File: src/rtl/cache_core_req_split_sched_if.sv
// Handshake bundle between the core request port, the split scheduler and the per-bank request queues.
// The slave modport is the scheduler's view; the master modport is the surrounding environment.
interface cache_core_req_split_sched_if #(
  parameter int NUM_BANKS       = 4,
  parameter int NUM_REQUESTS    = 4,
  parameter int WORD_ADDR_WIDTH = 30
);
  localparam int REQ_IDX_W = (NUM_REQUESTS > 1) ? $clog2(NUM_REQUESTS) : 1;

  logic [NUM_REQUESTS-1:0]                 core_req_valid;
  logic [NUM_REQUESTS*WORD_ADDR_WIDTH-1:0] core_req_addr;
  logic                                    core_req_ready;
  logic [NUM_BANKS-1:0]                    per_bank_valid;
  logic [NUM_BANKS*REQ_IDX_W-1:0]          per_bank_req_idx;
  logic [NUM_BANKS*WORD_ADDR_WIDTH-1:0]    per_bank_addr;
  logic [NUM_BANKS-1:0]                    per_bank_ready;
  logic                                    busy;

  modport master (
    output core_req_valid, core_req_addr, per_bank_ready,
    input  core_req_ready, per_bank_valid, per_bank_req_idx, per_bank_addr, busy
  );

  modport slave (
    input  core_req_valid, core_req_addr, per_bank_ready,
    output core_req_ready, per_bank_valid, per_bank_req_idx, per_bank_addr, busy
  );
endinterface

File: src/rtl/cache_core_req_split_sched.sv
// Serializes a multi-lane core request batch into per-bank issues, one request per bank per cycle.
// Optional macro CACHE_SPLIT_SCHED_BYPASS_EN lets a new batch be accepted in the cycle the last lanes drain.
module cache_core_req_split_sched #(
  parameter int NUM_BANKS       = 4,
  parameter int NUM_REQUESTS    = 4,
  parameter int WORD_ADDR_WIDTH = 30,
  parameter int BANK_SEL_LSB    = 2
) (
  input logic                         clk,
  input logic                         reset,
  cache_core_req_split_sched_if.slave bus
);

  localparam int BANK_SEL_BITS = $clog2(NUM_BANKS);
  localparam int BSB_W         = (BANK_SEL_BITS > 0) ? BANK_SEL_BITS : 1;
  localparam int REQ_IDX_W     = (NUM_REQUESTS > 1) ? $clog2(NUM_REQUESTS) : 1;

  typedef enum logic {IDLE, ISSUE} state_t;

  state_t                     state;
  logic [NUM_REQUESTS-1:0]    pending;
  logic [WORD_ADDR_WIDTH-1:0] addr_q [NUM_REQUESTS];

  logic [NUM_BANKS-1:0]       bank_valid;
  logic [REQ_IDX_W-1:0]       bank_idx [NUM_BANKS];
  logic [NUM_REQUESTS-1:0]    cleared;
  logic [NUM_REQUESTS-1:0]    pending_next;
  logic                       all_done;
  logic                       capture;

  function automatic logic [BSB_W-1:0] bank_of(input logic [WORD_ADDR_WIDTH-1:0] a);
    if (NUM_BANKS == 1) return '0;
    else                return a[BANK_SEL_LSB +: BSB_W];
  endfunction

  always_comb begin
    bank_valid = '0;
    cleared    = '0;
    for (int b = 0; b < NUM_BANKS; b++) begin
      bank_idx[b] = '0;
      // NOTE: blocking assignments in combinational logic; scanning lanes downwards
      // means the last match written is the lowest index, giving fixed priority.
      for (int i = NUM_REQUESTS - 1; i >= 0; i--) begin
        if (state == ISSUE && pending[i] && bank_of(addr_q[i]) == BSB_W'(b)) begin
          bank_valid[b] = 1'b1;
          bank_idx[b]   = REQ_IDX_W'(i);
        end
      end
    end
    for (int b = 0; b < NUM_BANKS; b++) begin
      for (int i = 0; i < NUM_REQUESTS; i++) begin
        if (bank_valid[b] && bus.per_bank_ready[b] && bank_idx[b] == REQ_IDX_W'(i))
          cleared[i] = 1'b1;
      end
    end
    pending_next = pending & ~cleared;
  end

  assign all_done = (state == ISSUE) && (pending_next == '0);

`ifdef CACHE_SPLIT_SCHED_BYPASS_EN
  assign bus.core_req_ready = (state == IDLE) || all_done;
`else
  assign bus.core_req_ready = (state == IDLE);
`endif

  assign capture  = bus.core_req_ready && (|bus.core_req_valid);
  assign bus.busy = (state == ISSUE);

  // Bank outputs depend only on registered state, never on the current inputs.
  always_comb begin
    bus.per_bank_valid   = bank_valid;
    bus.per_bank_req_idx = '0;
    bus.per_bank_addr    = '0;
    for (int b = 0; b < NUM_BANKS; b++) begin
      bus.per_bank_req_idx[b*REQ_IDX_W +: REQ_IDX_W] = bank_idx[b];
      if (bank_valid[b])
        bus.per_bank_addr[b*WORD_ADDR_WIDTH +: WORD_ADDR_WIDTH] = addr_q[bank_idx[b]];
    end
  end

  always_ff @(posedge clk or negedge reset) begin
    if (!reset) begin
      state   <= IDLE;
      pending <= '0;
      // NOTE: the address store is reset too, so nothing from a discarded batch survives reset.
      for (int i = 0; i < NUM_REQUESTS; i++) addr_q[i] <= '0;
    end else if (capture) begin
      state   <= ISSUE;
      pending <= bus.core_req_valid;
      for (int i = 0; i < NUM_REQUESTS; i++)
        addr_q[i] <= bus.core_req_addr[i*WORD_ADDR_WIDTH +: WORD_ADDR_WIDTH];
    end else if (state == ISSUE) begin
      pending <= pending_next;
      if (all_done) state <= IDLE;
    end
  end

endmodule

File: src/flat_wrapper.sv
// flat-port wrapper written by rule: the top's interface ports become plain ports
module cache_core_req_split_sched_flat 
#(
  parameter int NUM_BANKS       = 4,
  parameter int NUM_REQUESTS    = 4,
  parameter int WORD_ADDR_WIDTH = 30,
  parameter int BANK_SEL_LSB    = 2
)
  (clk, reset, bus_core_req_valid, bus_core_req_addr, bus_per_bank_ready, bus_core_req_ready, bus_per_bank_valid, bus_per_bank_req_idx, bus_per_bank_addr, bus_busy);
  cache_core_req_split_sched_if #(.NUM_BANKS(NUM_BANKS), .NUM_REQUESTS(NUM_REQUESTS), .WORD_ADDR_WIDTH(WORD_ADDR_WIDTH)) bus_i ();
  input logic clk;
  input logic reset;
  input wire logic [$bits(bus_i.core_req_valid)-1:0] bus_core_req_valid;
  input wire logic [$bits(bus_i.core_req_addr)-1:0] bus_core_req_addr;
  input wire logic [$bits(bus_i.per_bank_ready)-1:0] bus_per_bank_ready;
  output wire logic [$bits(bus_i.core_req_ready)-1:0] bus_core_req_ready;
  output wire logic [$bits(bus_i.per_bank_valid)-1:0] bus_per_bank_valid;
  output wire logic [$bits(bus_i.per_bank_req_idx)-1:0] bus_per_bank_req_idx;
  output wire logic [$bits(bus_i.per_bank_addr)-1:0] bus_per_bank_addr;
  output wire logic [$bits(bus_i.busy)-1:0] bus_busy;
  assign bus_i.core_req_valid = bus_core_req_valid;
  assign bus_i.core_req_addr = bus_core_req_addr;
  assign bus_i.per_bank_ready = bus_per_bank_ready;
  assign bus_core_req_ready = bus_i.core_req_ready;
  assign bus_per_bank_valid = bus_i.per_bank_valid;
  assign bus_per_bank_req_idx = bus_i.per_bank_req_idx;
  assign bus_per_bank_addr = bus_i.per_bank_addr;
  assign bus_busy = bus_i.busy;
  cache_core_req_split_sched #(.NUM_BANKS(NUM_BANKS), .NUM_REQUESTS(NUM_REQUESTS), .WORD_ADDR_WIDTH(WORD_ADDR_WIDTH), .BANK_SEL_LSB(BANK_SEL_LSB)) u_core (.clk(clk), .reset(reset), .bus(bus_i));
endmodule
File: config.mk
export PLATFORM = sky130hd
export DESIGN_NAME = cache_core_req_split_sched_flat
export DESIGN_NICKNAME = d
export VERILOG_FILES = /design/src/rtl/cache_core_req_split_sched_if.sv /design/src/rtl/cache_core_req_split_sched.sv /design/src/flat_wrapper.sv
export SDC_FILE = /design/constraint.sdc
export NUM_CORES = 1
export LEC_CHECK = 0
export CELL_PAD_IN_SITES_DETAIL_PLACEMENT = 1
export CELL_PAD_IN_SITES_GLOBAL_PLACEMENT = 1
export CORE_ASPECT_RATIO = 1.25
export CORE_UTILIZATION = 30
export DETAILED_ROUTE_END_ITERATION = 16
export GPL_TIMING_DRIVEN = 1
export PLACE_DENSITY_LB_ADDON = 0.12
export SLEW_MARGIN = 20
export SYNTH_ARGS = -nofsm -noshare
export SYNTH_HDL_FRONTEND = slang
export SYNTH_SLANG_ARGS = --single-unit
File: constraint.sdc
create_clock -name clk -period 3.2 [get_ports clk]
set_clock_uncertainty 0.15 [all_clocks]
set_input_delay 0.96 -clock clk [delete_from_list [all_inputs] [get_ports clk]]
set_output_delay 0.96 -clock clk [all_outputs]
set_load 0.005 [all_outputs]
==> metrics.txt <==
outcome finished with violations; failing checks setup timing; Initial DRT Pass Iterations 5; H-tree depth 4; data required time of the critical path 2.09 ns; fmax 0.264 GHz; crit share post-route 118%; CTS tree yes; CTS max path bufs 2; Layout area overhead 94.6%; R2R Path Start u_core.bus.busy; Seq/Total Area, Yosys 38.5%; Synth Cell Area 0.00812 mm^2; I/O Buffers 259; vias in the first global route 10200; Async S/R FF share, synth 100%; Final Power 20.8 mW; Post-DP HPWL 27.4 mm; # fillers 2739; CP top delay family simple AND/OR/NAND/NOR gates; wire length per cell 29.2 um; Final nets 1436; Iter 0 DRT Violations 824; Num CTS Buffers 17; Die X 149 um; Final setup viols 122; Worst setup startpoint u_core.bus.busy; crit path kind register to primary output; WL final 48.5 mm; Clk Latency, worst-skew pair 0.43 ns; CTS clock-pin slew for the worst setup and hold paths 0.06 ns; WHS 0.308 ns; CP max stage cell or4_4; minimum clock period 3.79 ns; ant diodes 0; Main synth FF type dfrtp_1; first-pass GRT wire length 63.7 mm; grt ovf 0; endpoints failing hold 0; Final TNS setup -53.05 ns; post-route ant nets 0; GR peak layer met2; clock sinks 125; # IOs 264; Power Dens Cells 1320 mW/mm^2; Post-Syn Instances 841; Buf/Inv on CP 5; Synth warnings 0; Slew HR 65.6%; HP Class input port to asynchronous set/reset pin; max cap viols 0; met1 Track Usage GR 38.8%; RSZ-0062 raised after global routing yes; proportion of layout cells with a drive suffix above 1 62.7%; actual slew at the worst max-slew pin 0.516 ns; core area 0.0267 mm^2; Post-synth EDFFs 0; Starting Density 30.4%; Arr. time, crit path 2.68 ns; synth unique cells 51; Root Buffer clkbuf_16; Hold Buf Count CTS 0; Avg Inst Size Synth 9.66 um^2; pin count of the biggest net entering global routing 64; Most common cell on crit path buf_6; Yosys reg bits 125; LEAKAGE 6.49 nW; startpoint types register; area of the die 0.0277 mm^2; Cell Rows 67; vias after detailed routing 10200; drt drc 0; Vias/cell 6.13; GR Util All Layers 31.1%; critical path cell sequence buf_6, buf_6, nand4_1, or4_4, buf_12, buf_6, o221ai_4, a31oi_4, buf_2; initial antenna violation count 0; met2 usage 52.2%; fin. max-slew vios 0; met3 usage 4.71%; Crit Path Max Fanout 7; Worst Setup End Kind primary output; Final Wtd Congestion 0.852; CP max stage delay 0.70 ns; final setup margin -0.586 ns; die outline height 186 um; Max IR drop VDD 0.629 mV
cell type report:
class | count | area (um^2) | share of cell area [%]
inverter | 11 | 53.8 | 0.340
clock inverter | 13 | 143 | 0.902
clock buffer | 18 | 439 | 2.78
sequential | 125 | 3130 | 19.8
timing repair buffer | 527 | 5370 | 34.0
multi-input combinational | 624 | 6230 | 39.4
tap | 345 | 432 | 2.73
per-stage QoR:
step                      utilization, %  area, um^2  std cells  setup WS, ns
after detailed placement            44.9       12000       1482        -0.365
after global routing                59.1       15800       1663        -0.636
after global placement              44.9       12000       1482        -0.372
after CTS                           53.6       14300       1601        -0.618
after floorplan                        -        8130        844         0.239
final                               59.1       15800       1663        -0.586
flip-flops by register name (all words and copies together) (netlist names):
register,flops
u_core.addr_q,120
u_core.bus.busy,1
u_core.pending,4
placed cells by master (no fill, tap or decap), types with 5 or more instances in the layout:
cell / netlist / routed
mux2i_1: 19 / 11
buf_4: 8 / 103
mux2_2: 119 / 119
a31oi_1: 30 / 14
clkdlybuf4s50_1: 0 / 130
a21oi_1: 23 / 7
buf_8: 1 / 17
buf_6: 3 / 109
nor2_4: 0 / 48
clkinvlp_4: 0 / 5
nand2_2: 2 / 10
nor3_1: 51 / 5
a31oi_2: 0 / 10
o221a_2: 30 / 12
nand2_1: 72 / 57
and4b_2: 0 / 5
nand2_4: 0 / 5
o221a_4: 0 / 18
o221ai_1: 96 / 57
inv_1: 11 / 6
buf_2: 45 / 73
dlygate4sd2_1: 0 / 5
nor2_2: 0 / 24
nor2_1: 110 / 38
a31oi_4: 0 / 6
clkbuf_16: 0 / 24
nor3_2: 0 / 43
o221ai_2: 0 / 28
a21oi_2: 1 / 15
o221ai_4: 0 / 11
buf_12: 0 / 49
dfrtp_1: 125 / 121
clkbuf_2: 0 / 29
logic make-up after synthesis:
family                 count (synthesis)  share of synthesized area, %
and+or+nand+nor                      278                          16.1
AOI/OAI and AO/OA                    204                          20.7
muxes                                138                          18.8
DFF                                  125                          38.5
buffers and inverters                 95                          5.87
other                                  1                        0.0462
per-layer routing:
| metal | wire (um) | share of wire (%) | vias to the layer above |
|---|---|---|---|
| met3 | 3530 | 7.3 | 175 |
| met5 | 0 | 0 | - |
| met2 | 24100 | 50 | 643 |
| li1 | - | - | 4181 |
| met4 | 2570 | 5.3 | 0 |
| met1 | 18300 | 38 | 5199 |
path summary, 6_finish.rpt:
path,to,slack (ns),cells past startpoint
setup / recovery,bus_per_bank_addr[114],-0.59,9
hold reg to reg,u_core.addr_q[79],0.46,1
hold / removal,u_core.addr_q[37],0.31,1
min in group clk,u_core.addr_q[79],0.46,1
max in group asynchronous,u_core.addr_q[2],1.84,2
setup reg to reg,u_core.bus.busy,0.52,9
synthesized netlist by cell type (2+ instances only):
library cell  number  area [um^2]
dfrtp_1          125         3130
mux2_2           119         1340
nor2_1           110          413
o221ai_1          96          841
nand2_1           72          270
nor3_1            51          255
buf_2             45          225
a31oi_1           30          188
o221a_2           30          338
clkbuf_1          27          101
a21oi_1           23          115
mux2i_1           19          190
inv_1             11         41.3
nand3_1            9         45.0
buf_4              8         60.1
and4b_1            6         60.1
o21ai_0            5         25.0
nand4_1            4         25.0
and4_1             3         26.3
and4bb_2           3         37.5
buf_6              3         33.8
nand4b_1           3         26.3
a211oi_1           2         15.0
a221oi_1           2         17.5
nand2_2            2         12.5
nand2b_1           2         12.5
nand4b_2           2         30.0
nand4bb_1          2         22.5
o22a_1             2         17.5
o22ai_1            2         12.5
o31ai_1            2         15.0
or4_4              2         22.5
where the power goes:
part	total, mW	internal, mW	switching [mW]	leakage, nW
Clock	2.00	1.17	0.831	0.271
Combinational	14.6	7.64	6.99	4.76
Sequential	4.19	2.39	1.80	1.46
repair_timing:
action	4_1_cts	5_1_grt
gates cloned	6	7
buffers inserted	84	80
pin swaps	50	77
endpoints found under the hold margin	0	0
resized for setup	599	386
endpoints found under the setup margin	128	128
Note: power is estimated with default switching activity, not from simulation.
